--- config.mk ---
export PLATFORM = sky130hd
export DESIGN_NAME = delay_tdc_sampler
export DESIGN_NICKNAME = d
export VERILOG_FILES = /design/src/rtl/delay_tdc_sampler.sv
export SDC_FILE = /design/constraint.sdc
export NUM_CORES = 1
export LEC_CHECK = 0
export CAP_MARGIN = 20
export CORE_MARGIN = 2
export CORE_UTILIZATION = 45
export CTS_CLUSTER_DIAMETER = 50
export DETAILED_ROUTE_END_ITERATION = 7
export GPL_ROUTABILITY_DRIVEN = 1
export HOLD_SLACK_MARGIN = 0.1
export PLACE_DENSITY = 0.64
export SKIP_LAST_GASP = 1
export SLEW_MARGIN = 20
export SYNTH_ARGS = -nofsm -noshare
export SYNTH_HDL_FRONTEND = slang
export SYNTH_SLANG_ARGS = --single-unit
export TNS_END_PERCENT = 30
--- constraint.sdc ---
create_clock -name clk -period 11.09 [get_ports clk]
set_clock_uncertainty 0.05 [all_clocks]
set_input_delay 2.7725 -clock clk [delete_from_list [all_inputs] [get_ports clk]]
set_output_delay 2.7725 -clock clk [all_outputs]
set_load 0.01 [all_outputs]
--- src/rtl/delay_tdc_sampler.sv ---
// delay_tdc_sampler: drives an external tapped delay chain, samples the tap
// vector once per launch, thermometer-encodes it and reports the average,
// minimum and maximum code over 2^SAMP_LOG2 launches on a valid/ready port.
// A free-running cycle counter with enable and clear is carried alongside.
module delay_tdc_sampler #(
    parameter int TAPS      = 64,
    parameter int SAMP_LOG2 = 2,
    parameter int SETTLE    = 1,
    parameter int CNT_W     = 32,
    localparam int CODE_W   = $clog2(TAPS + 1)
) (
    input  logic              clk,
    input  logic              rst_n,
    input  logic              start,
    output logic              busy,
    output logic              launch,
    input  logic [TAPS-1:0]   taps,
    output logic              m_valid,
    input  logic              m_ready,
    output logic [CODE_W-1:0] m_avg,
    output logic [CODE_W-1:0] m_min,
    output logic [CODE_W-1:0] m_max,
    output logic              m_ovf,
    input  logic              cnt_en,
    input  logic              cnt_clr,
    output logic [CNT_W-1:0]  cycles
);

    // Sum of 2^SAMP_LOG2 codes, each at most TAPS, cannot exceed this width.
    localparam int ACC_W = CODE_W + SAMP_LOG2;
    // Sample counter must hold 0 .. 2^SAMP_LOG2 - 1.
    localparam int N_W   = SAMP_LOG2 + 1;
    localparam int SET_W = (SETTLE > 0) ? $clog2(SETTLE + 1) : 1;

    localparam logic [N_W-1:0]    N_LAST     = N_W'((1 << SAMP_LOG2) - 1);
    localparam logic [SET_W-1:0]  SET_LAST   = SET_W'((SETTLE > 0) ? (SETTLE - 1) : 0);
    localparam logic [CODE_W-1:0] CODE_SAT   = CODE_W'(TAPS);
    localparam logic [CODE_W-1:0] CODE_ONES  = {CODE_W{1'b1}};

    typedef enum logic [2:0] {
        ST_IDLE   = 3'd0,
        ST_LAUNCH = 3'd1,
        ST_SYNC1  = 3'd2,
        ST_SYNC2  = 3'd3,
        ST_ENC    = 3'd4,
        ST_DRAIN  = 3'd5,
        ST_DONE   = 3'd6
    } state_t;

    // Index of the lowest zero tap; TAPS when every tap is one. Ones above
    // the first zero are bubbles from uneven stage delays and are ignored.
    function automatic logic [CODE_W-1:0] therm_code(input logic [TAPS-1:0] v);
        logic [CODE_W-1:0] c;
        logic              found;
        c     = CODE_SAT;
        found = 1'b0;
        for (int i = 0; i < TAPS; i++) begin
            if (!found && !v[i]) begin
                c     = CODE_W'(i);
                found = 1'b1;
            end else begin
                c     = c;
            end
        end
        return c;
    endfunction

    state_t              state_r;
    state_t              state_nx_s;
    logic                launch_r;
    logic                busy_r;
    logic                m_valid_r;
    logic [TAPS-1:0]     r0_r;
    logic [TAPS-1:0]     r1_r;
    logic [TAPS-1:0]     r2_r;
    logic [ACC_W-1:0]    acc_r;
    logic [CODE_W-1:0]   min_r;
    logic [CODE_W-1:0]   max_r;
    logic                ovf_r;
    logic [N_W-1:0]      n_r;
    logic [SET_W-1:0]    settle_r;
    logic [CODE_W-1:0]   m_avg_r;
    logic [CODE_W-1:0]   m_min_r;
    logic [CODE_W-1:0]   m_max_r;
    logic                m_ovf_r;
    logic [CNT_W-1:0]    cycles_r;

    logic [CODE_W-1:0]   code_s;
    logic [ACC_W-1:0]    acc_sum_s;
    logic [ACC_W-1:0]    avg_full_s;
    logic [CODE_W-1:0]   min_upd_s;
    logic [CODE_W-1:0]   max_upd_s;
    logic                ovf_upd_s;

    // Encode the synchronised tap vector and form the updated statistics.
    always_comb begin
        code_s     = therm_code(r2_r);
        acc_sum_s  = acc_r + ACC_W'(code_s);
        avg_full_s = acc_sum_s >> SAMP_LOG2;
        if (code_s < min_r) begin
            min_upd_s = code_s;
        end else begin
            min_upd_s = min_r;
        end
        if (code_s > max_r) begin
            max_upd_s = code_s;
        end else begin
            max_upd_s = max_r;
        end
        ovf_upd_s = ovf_r | (code_s == CODE_SAT);
    end

    // Next-state decision for the measurement sequencer.
    always_comb begin
        state_nx_s = state_r;
        case (state_r)
            ST_IDLE: begin
                if (start) begin
                    state_nx_s = ST_LAUNCH;
                end else begin
                    state_nx_s = ST_IDLE;
                end
            end
            ST_LAUNCH: state_nx_s = ST_SYNC1;
            ST_SYNC1:  state_nx_s = ST_SYNC2;
            ST_SYNC2:  state_nx_s = ST_ENC;
            ST_ENC: begin
                if (n_r == N_LAST) begin
                    state_nx_s = ST_DONE;
                end else if (SETTLE == 0) begin
                    state_nx_s = ST_LAUNCH;
                end else begin
                    state_nx_s = ST_DRAIN;
                end
            end
            ST_DRAIN: begin
                if (settle_r == SET_LAST) begin
                    state_nx_s = ST_LAUNCH;
                end else begin
                    state_nx_s = ST_DRAIN;
                end
            end
            ST_DONE: begin
                if (m_ready) begin
                    state_nx_s = ST_IDLE;
                end else begin
                    state_nx_s = ST_DONE;
                end
            end
            default: state_nx_s = ST_IDLE;
        endcase
    end

    // State register and registered control outputs decoded from next state.
    always_ff @(posedge clk or negedge rst_n) begin
        if (!rst_n) begin
            state_r   <= ST_IDLE;
            launch_r  <= 1'b0;
            busy_r    <= 1'b0;
            m_valid_r <= 1'b0;
        end else begin
            state_r   <= state_nx_s;
            launch_r  <= (state_nx_s == ST_LAUNCH);
            busy_r    <= (state_nx_s != ST_IDLE);
            m_valid_r <= (state_nx_s == ST_DONE);
        end
    end

    // Free-running capture and two-stage synchroniser for the chain taps.
    always_ff @(posedge clk or negedge rst_n) begin
        if (!rst_n) begin
            r0_r <= '0;
            r1_r <= '0;
            r2_r <= '0;
        end else begin
            r0_r <= taps;
            r1_r <= r0_r;
            r2_r <= r1_r;
        end
    end

    // Per-measurement statistics: cleared on start, updated once per sample.
    always_ff @(posedge clk or negedge rst_n) begin
        if (!rst_n) begin
            acc_r <= '0;
            min_r <= '0;
            max_r <= '0;
            ovf_r <= 1'b0;
            n_r   <= '0;
        end else begin
            case (state_r)
                ST_IDLE: begin
                    if (start) begin
                        acc_r <= '0;
                        min_r <= CODE_ONES;
                        max_r <= '0;
                        ovf_r <= 1'b0;
                        n_r   <= '0;
                    end else begin
                        acc_r <= acc_r;
                    end
                end
                ST_ENC: begin
                    acc_r <= acc_sum_s;
                    min_r <= min_upd_s;
                    max_r <= max_upd_s;
                    ovf_r <= ovf_upd_s;
                    n_r   <= n_r + N_W'(1);
                end
                default: begin
                    acc_r <= acc_r;
                end
            endcase
        end
    end

    // Drain-cycle counter between a sample's encode and the next launch.
    always_ff @(posedge clk or negedge rst_n) begin
        if (!rst_n) begin
            settle_r <= '0;
        end else if (state_r == ST_DRAIN) begin
            settle_r <= settle_r + SET_W'(1);
        end else begin
            settle_r <= '0;
        end
    end

    // Result registers, loaded only on the transition into DONE and then held.
    always_ff @(posedge clk or negedge rst_n) begin
        if (!rst_n) begin
            m_avg_r <= '0;
            m_min_r <= '0;
            m_max_r <= '0;
            m_ovf_r <= 1'b0;
        end else if ((state_r == ST_ENC) && (n_r == N_LAST)) begin
            m_avg_r <= avg_full_s[CODE_W-1:0];
            m_min_r <= min_upd_s;
            m_max_r <= max_upd_s;
            m_ovf_r <= ovf_upd_s;
        end else begin
            m_avg_r <= m_avg_r;
        end
    end

    // Cycle counter, independent of the sequencer; clear wins over enable.
    always_ff @(posedge clk or negedge rst_n) begin
        if (!rst_n) begin
            cycles_r <= '0;
        end else if (cnt_clr) begin
            cycles_r <= '0;
        end else if (cnt_en) begin
            cycles_r <= cycles_r + CNT_W'(1);
        end else begin
            cycles_r <= cycles_r;
        end
    end

    assign busy    = busy_r;
    assign launch  = launch_r;
    assign m_valid = m_valid_r;
    assign m_avg   = m_avg_r;
    assign m_min   = m_min_r;
    assign m_max   = m_max_r;
    assign m_ovf   = m_ovf_r;
    assign cycles  = cycles_r;

endmodule

-- Word-level counts from Yosys, hierarchy flattened
Cells that the tools add are included.
- output and inout port bits: 57
- flip-flop bits (word level): 280
- add/sub/neg operators: 4
- bitwise gates (word level): 1
- reduce and logical (&&, ||, !) cells: 194
- eq/ne operators: 11
- muxes and demuxes: 147
- magnitude comparators: 2
- operator list (kind ; count):
    $mux 7 ; 68
    $logic_not 1->1 ; 125
    $mux 1 ; 66
    $logic_and 1x1->1 ; 64
    $mux 32 ; 2
    $add 32x1->32 const B ; 1
    $pmux 7 s2 ; 2
    $pmux 3 s7 ; 1
    $pmux 9 s2 ; 1
    $eq 3x3->1 const B ; 4
    $add 9x7->9 ; 1
    $eq 3x2->1 const B ; 3
    $mux 3 ; 3
    $mux 9 ; 1
    $eq 7x7->1 const B ; 1
    $gt 7x7->1 ; 1
    $lt 7x7->1 ; 1
    $eq 3x1->1 const B ; 2
    $pmux 3 s2 ; 1
    $reduce_bool 2->1 ; 2
    $add 3x1->3 const B ; 1
    $logic_not 3->1 ; 1
    $reduce_bool 3->1 ; 1
    $mux 2 ; 1
    5 further kinds ; 5

-- Depth between registers and ports, before layout
Gate-level depths: netlist of the first run.
- depth in word-level cells: 192
- gate-level depth with buffers: 19
- mapped depth without buffers: 17

-- Worst setup path before layout of the first run
No wires, ideal clock.
- path kind: in2reg
- start point: input port cnt_en
- end point: register cycles_r[25], in the netlist cycles[25]
- setup slack: 6.503 ns
- data required time: 10.908 ns
- stages: 10
- arrival time: 4.405 ns
- cell sequence: clkbuf_1 > o2111ai_1 > nor4_1 > nand2b_1 > nor2_1 > and2_1 > clkbuf_1 > nand3_1 > xor2_1 > nor2_1
- longest elaborated chain between the ends: 1
- ends and longest elaborated chain (element ; line ; source):
    start, declared ; 24 ; input logic cnt_en,
    $reduce_bool 2->1 (no line) ; n/a ;
    end signal, assigned ; 252 ; cycles_r <= cycles_r + CNT_W'(1);
    end signal, assigned ; 254 ; cycles_r <= cycles_r;
    end, declared ; 86 ; logic [CNT_W-1:0] cycles_r;
No other way between the ends.
A chain may end at the register's enable or synchronous reset.

-- Final worst setup path of the first run
- start point: input port cnt_clr
- end point: register cycles_r[25], in the netlist cycles[25]
- longest elaborated chain between the ends: 1
- ends and longest elaborated chain (element ; line ; source):
    start, declared ; 25 ; input logic cnt_clr,
    $mux 32 / $reduce_bool 2->1 (equally long branches) ; n/a ;
Several ways; a longest one is shown, not always the timed one.

==> results of run 1 <==
==> registers in the layout, summed over array words and instances, names as in the netlist, 3 cells and up <==
| name | flops |
|---|---|
| r0_r | 64 |
| n_r | 3 |
| acc_r | 9 |
| r2_r | 64 |
| min_r | 7 |
| m_min | 7 |
| state_r | 3 |
| m_avg | 7 |
| max_r | 7 |
| cycles | 32 |
| m_max | 7 |
| r1_r | 64 |
==> synth_stat cells, drive strengths merged, types with 4 or more instances <==
| library cell | number |
|---|---|
| dfrtp | 280 |
| nand2 | 81 |
| nor2 | 59 |
| o21ai | 59 |
| inv | 41 |
| nand3 | 34 |
| a21oi | 29 |
| xor2 | 25 |
| ha | 23 |
| nand4 | 21 |
| nor3 | 18 |
| clkbuf | 17 |
| or3 | 12 |
| a31oi | 10 |
| and3 | 10 |
| a22o | 9 |
| mux2i | 9 |
| o22ai | 9 |
| a21o | 8 |
| and4 | 8 |
| nand2b | 8 |
| nor4 | 8 |
| xnor2 | 8 |
| nor2b | 7 |
| a21boi | 5 |
| a31o | 5 |
| buf | 5 |
| and2 | 4 |
| o2111ai | 4 |
| o21a | 4 |
==> power breakdown <==
part | total, uW | switching, uW | internal (uW) | leakage [uW]
Clock | 960 | 394 | 566 | 0.000474
Combinational | 270 | 150 | 119 | 0.00178
Sequential | 1140 | 48.6 | 1100 | 0.00343
Total | 2370 | 593 | 1780 | 0.00568
==> routing by layer <==
| layer | vias up | global-route usage (%) | wire length [um] |
|---|---|---|---|
| met2 | 167 | 26.8 | 9020 |
| met1 | 3198 | 24.3 | 9160 |
| li1 | 3240 | - | - |
| met5 | - | 0 | 0 |
| met3 | 34 | 3.53 | 1170 |
| met4 | 0 | 4.54 | 409 |
==> worst max path at each step <==
stage / startpoint / end / depth (start not counted)
6_report: cnt_clr / cycles[25] / 10
5_1_grt: cnt_clr / cycles[31] / 10
4_1_cts: cnt_clr / cycles[25] / 10
3_5_place_dp: cnt_clr / cycles[27] / 10
3_3_place_gp: cnt_clr / cycles[31] / 10
2_1_floorplan: cnt_en / cycles[25] / 10
==> final cells by class <==
cell class	count	area share (%)
inverter	41	1.19
multi-input combinational	504	23.9
clock inverter	17	1.38
clock buffer	36	6.21
tap	285	2.76
sequential	280	54.2
timing repair buffer	132	10.3
==> cell usage in the layout (no fill, tap or decap), types with 7 or more instances in the layout <==
master / instances
a21o_1: 8
xor2_1: 25
a31oi_1: 9
dfrtp_1: 280
clkdlybuf4s50_1: 125
nor2b_1: 7
or3_1: 12
nor4_1: 7
xnor2_1: 8
a22o_1: 9
inv_1: 41
nand2b_1: 8
a21oi_1: 29
clkbuf_16: 29
o21ai_0: 55
nand4_1: 21
mux2i_1: 9
nand3_1: 34
o22ai_1: 9
nor2_1: 58
ha_1: 23
nand2_1: 80
nor3_1: 18
and3_1: 9
==> critical path, cell delays in order <==
cell and delay [ns]:
clkdlybuf4s50_1 0.45, buf_4 0.32, o2111ai_1 0.23, nor4_1 0.46, nand2b_1 0.20, nor2_1 0.25
and2_1 0.28, nand3_1 0.12, xor2_1 0.15, nor2_1 0.05
==> logic make-up (layout without fill, tap and decap cells) <==
kind of cell / after synthesis / count (layout)
flops: 280 / 280
simple gates: 278 / 278
compound gates: 159 / 159
buf+inv: 63 / 226
xor+xnor: 33 / 33
fa+ha+maj: 24 / 24
mux: 10 / 10
==> stage by stage <==
| stage | instance area [um^2] | setup WS [ns] | total power, uW | hold slack (ns) | std cells |
|---|---|---|---|---|---|
| 3_5_place_dp | 11900 | 5.58 | 1430 | 0.285 | 1241 |
| 6_report | 12900 | 6.17 | 2370 | 0.292 | 1295 |
| 3_3_place_gp | 11900 | 5.65 | 1430 | 0.283 | 1241 |
| 4_1_cts | 12900 | 6.16 | 2400 | 0.291 | 1294 |
| 2_1_floorplan | 10400 | 6.50 | 1310 | 0.281 | 847 |
| 5_1_grt | 12900 | 5.88 | 2490 | 0.295 | 1295 |
==> reports/results.ini, run 1 <==
[status]
outcome=finished clean

[finish]
nNetsFinal=1082
multiInputGateArea_um2=3090
post-route-util_pct=57.1
area_growth_pct=24.7
register_area_um2=7010
diodes=0
fill_cells=1870
drive_above_1_share_pct=7.13

[worst_setup_path]
r2r_cells=11
end_kind=flop
cp_max_fo=34
arrival_ns=5.29
required_ns=11.46
cp-start-kind=primary input
timing.rr.start=r2_r[20]
rr_endpoint=m_min[1]
reg2reg_slack_ns=6.86
criticalPathCategory=primary input to flop

[synthesis]
yosys.area_share.adder_pct=2.97
synth-seq-cells=280
synth_mux_area_share_pct=1.01
synth_compound_area_share_pct=9.81
async_reset_ff_share_pct=100
yosys.area_share.simple_pct=13.2
synth_enable_flop_cells=0
synth_cells=847
yosys.area.top_type_share_pct=67.6
synth.distinct_cells=60
syn_area_um2=10400
synthTopCellsByArea=dfrtp_1 (68%), nand2_1 (2.9%), ha_1 (2.8%), o21ai_0 (2.7%), xor2_1 (2.1%)
seq_area_frac_synth_pct=67.6
synth_top_family_by_area=simple AND/OR/NAND/NOR gates
yosys_warnings=0
synth_ff_type=dfrtp_1
yosys.area.top_type=dfrtp_1
synth-xor-area-share_pct=2.79
syn_area_per_cell_um2=12.2
synth_fp_nets=941

[clock_network]
postCtsSetupRepairBufs=0
cts_buffer_depth=3
ctsHtreeMaxLevel=1
worstSkewPairLatency_ns=0.54
ctsResizeCount=0
cts_tree=done
clockRootBuffer=clkbuf_16
cts.clk_slew.worst_paths_ns=0.06
cts_buffers=29
clock_sinks=280
cts.hold.buffers_added=0

[power_and_ir_drop]
vdd_drop_max_v=0.0000984
leakage_uw=0.00568
p_per_area_nw_per_um2=184

[timing]
fin_crit_ns=4.92
rsz0062_at_grt=no
setup_viol_count_final=0
relSlewSlack_pct=30.4
period_share_pct=44.3
drv_slew=0
timing.fmax_mhz=203
hold_violations=0
worst_pin_slew_ns=1.04
fin_tns_setup_ns=0

[placed_design]
place_congestion=0.869
dp.final_hpwl_um=13300
portBuffers=126

[routing]
first_iter_violations=378
drc=0
vias_per_cell=5.13
drtPass1Iterations=5
wl_per_cell_um=15.3
vias=6639
wirelength_um=19800
ant_nets=0

[flow_run]
maxCapViolations=0

[worst_hold_path]
hold_depth=0
hold_class=flop to flop
min_from=r1_r[45]
hold-path-endpoint=r2_r[45]

[die]
start_util_pct=45.8
die_area_um2=24300
die-width_um=156
die_h_um=156
rows=55
core-area_um2=22600
pin_count=127

[global_route]
antenna_found_initial=0
first_global_vias=6591
grt_pass1_wl_um=33300
grt_max_degree=147
grt_overflow=0
grt_usage_pct=17.0

Note: power is estimated with default switching activity, not from simulation.
==> run 2: changes to the inputs <==
Clock period 11.09 ns to 4.7 ns, I/O delays scaled along.
==> run 2 against run 1 <==
  * Final cell count up 0.39%
  * Global-route usage up 0.14 points
  * Count of clock-buffer cells in the layout up 2
  * Sequential power up 140%
  * Routed wire length up 2.0%
  * Hold slack better by 0.0020 ns
  * Flip-flop and latch count unchanged
  * Non-clock buffer count up 1
  * Clock power up 150%
  * Critical path depth up 4
  * Critical path type is now flop to flop
  * Largest power group unchanged
==> reports/results.ini, run 2 (synthesized netlist as in run 1, its figures left out) <==
[clock_network]
postCtsSetupRepairBufs=0  ; unchanged
clockRootBuffer=clkbuf_16
cts_buffers=31  ; +6.9%
worstSkewPairLatency_ns=0.55  ; about the same
cts.hold.buffers_added=0  ; unchanged
cts_tree=done
cts.clk_slew.worst_paths_ns=0.06  ; about the same
cts_buffer_depth=3  ; unchanged
ctsHtreeMaxLevel=1  ; unchanged
clock_sinks=280  ; unchanged
ctsResizeCount=0  ; unchanged

[power_and_ir_drop]
seqPwrFrac_pct=47.1  ; -1.1 points
p_per_area_nw_per_um2=441  ; +140%
internal-power_uw=4320  ; +140%
swShare_pct=24.7  ; -0.29 points
p_switching_uw=1420  ; +140%
leakage_uw=0.00572  ; +0.56%
finalPower_uw=5730  ; +140%
combPwrFrac_pct=11.1  ; -0.3 points
clkPwrFrac_pct=41.7  ; +1.3 points
vdd_drop_max_v=0.000281  ; +190%

[finish]
nNetsFinal=1085  ; +0.28%
design_area_um2=13000  ; +0.62%
diodes=0  ; unchanged
reg.largest.list=r0_r: 64 flops, r1_r: 64 flops, r2_r: 64 flops
drive_above_1_share_pct=7.39  ; +0.26 points
area_growth_pct=25.5
layout_commonest_cell=dfrtp_1
final_cell_mix=dfrtp_1 (280), clkdlybuf4s50_1 (125), nand2_1 (81), nor2_1 (58), o21ai_0 (55)

[die]
die_h_um=156  ; unchanged
rows=55  ; unchanged
die_area_um2=24300  ; unchanged
start_util_pct=45.8  ; unchanged
pin_count=127  ; unchanged
die-width_um=156  ; unchanged
core-area_um2=22600  ; unchanged

[routing]
ant_nets=0  ; unchanged
vias_per_cell=5.16  ; +0.74%
drc=0  ; unchanged
drtPass1Iterations=6  ; +1
wirelength_um=20100  ; +2.0%
first_iter_violations=463  ; +22%
vias=6714  ; +1.1%
wl_per_cell_um=15.5  ; +1.6%

[global_route]
grt_overflow=0  ; unchanged
antenna_found_initial=0  ; unchanged
grt_max_degree=107  ; -27%
first_global_vias=6688  ; +1.5%
grt_pass1_wl_um=33500  ; +0.72%
grt_usage_pct=17.2  ; +0.14 points

[timing]
setup_viol_count_final=0  ; unchanged
hold_violations=0  ; unchanged
timing.fmax_mhz=235
period_share_pct=90.7
drv_slew=0  ; unchanged
fin_tns_setup_ns=0  ; unchanged
relSlewSlack_pct=40.3  ; +9.9 points
fin_crit_ns=4.26
worst_pin_slew_ns=0.896  ; -0.141 ns
rsz0062_at_grt=no

[worst_setup_path]
arrival_ns=4.63  ; -0.66 ns
r2r_cells=14  ; +3
end_kind=flop
cp_max_fo=8  ; -76%
required_ns=5.07  ; -6.39 ns
timing.rr.start=r2_r[40]
cp-start-kind=flop
criticalPathCategory=flop to flop
crit_start=r2_r[40]

[worst_hold_path]
hold_class=flop to flop
hold_depth=0  ; unchanged
min_from=r0_r[39]

[flow_run]
maxCapViolations=0  ; unchanged

[status]
outcome=finished clean

[placed_design]
dp.final_hpwl_um=14000  ; +5.1%
place_congestion=0.882  ; +1.5%
portBuffers=126  ; unchanged
placed_cell_area_um2=12000  ; +0.32%

-- run 2: worst paths after layout --
path	slack (ns)	to
max	0.44	max_r[3]
min	0.29	r1_r[39]
max reg2reg	0.44	max_r[3]
min reg2reg	0.29	r1_r[39]
max in group asynchronous	3.02	r0_r[62]
min in group asynchronous	0.63	r0_r[0]
-- run 2: final cells by class --
type | count | area (um^2)
Tap cell | 285 | 357
Multi-Input combinational cell | 504 | 3090
Inverter | 41 | 154
Clock buffer | 38 | 842
Timing Repair Buffer | 133 | 1340
Clock inverter | 19 | 209
Sequential cell | 280 | 7010
Fill cell | 1905 | 9640
-- run 2: power by group through the flow --
stage	sequential (uW)	combinational (uW)	clock [uW]
5_1_grt	2730	721	2570
2_1_floorplan	2710	385	0
4_1_cts	2700	647	2460
6_report	2700	638	2390
3_5_place_dp	2740	645	0
3_3_place_gp	2740	637	0
-- run 2: routing by layer --
metal | GRT usage [%] | routed length, um | part of all wire (%)
met5 | 0 | 0 | 0
met4 | 4.24 | 284 | 1.4
met3 | 3.94 | 1220 | 6.1
met2 | 27.2 | 9400 | 47
met1 | 24.2 | 9240 | 46
-- run 2: per-stage QoR --
| step | hold slack (ns) | std cells | worst slack, ns | utilization, % |
|---|---|---|---|---|
| 2_1_floorplan | 0.281 | 847 | 1.20 | - |
| 3_3_place_gp | 0.281 | 1243 | 0.581 | 52.8 |
| 3_5_place_dp | 0.285 | 1243 | 0.569 | 52.8 |
| 4_1_cts | 0.295 | 1300 | 0.548 | 57.4 |
| 5_1_grt | 0.299 | 1300 | 0.0928 | 57.4 |
| 6_report | 0.294 | 1300 | 0.437 | 57.4 |
-- run 2: critical path, stage by stage, from the launching register on --
cell and delay [ns]:
dfrtp_1 0.41, nand4_1 0.26, nor4_1 0.55, and4_1 0.47, o21ai_0 0.17, nand4_1 0.36
ha_1 0.33, nor2b_1 0.13, o21ai_0 0.13, nand2b_1 0.07, a21oi_1 0.14, o21ai_0 0.13
o21ai_1 0.46, nor2_1 0.24, a22o_1 0.23
==> run 3: changes to the inputs <==
Settings changed: GPL_TIMING_DRIVEN set to 1, SLEW_MARGIN 20 to unset.
==> results of run 3 <==
Final layout, timing and power as in run 2 (identical DEF).
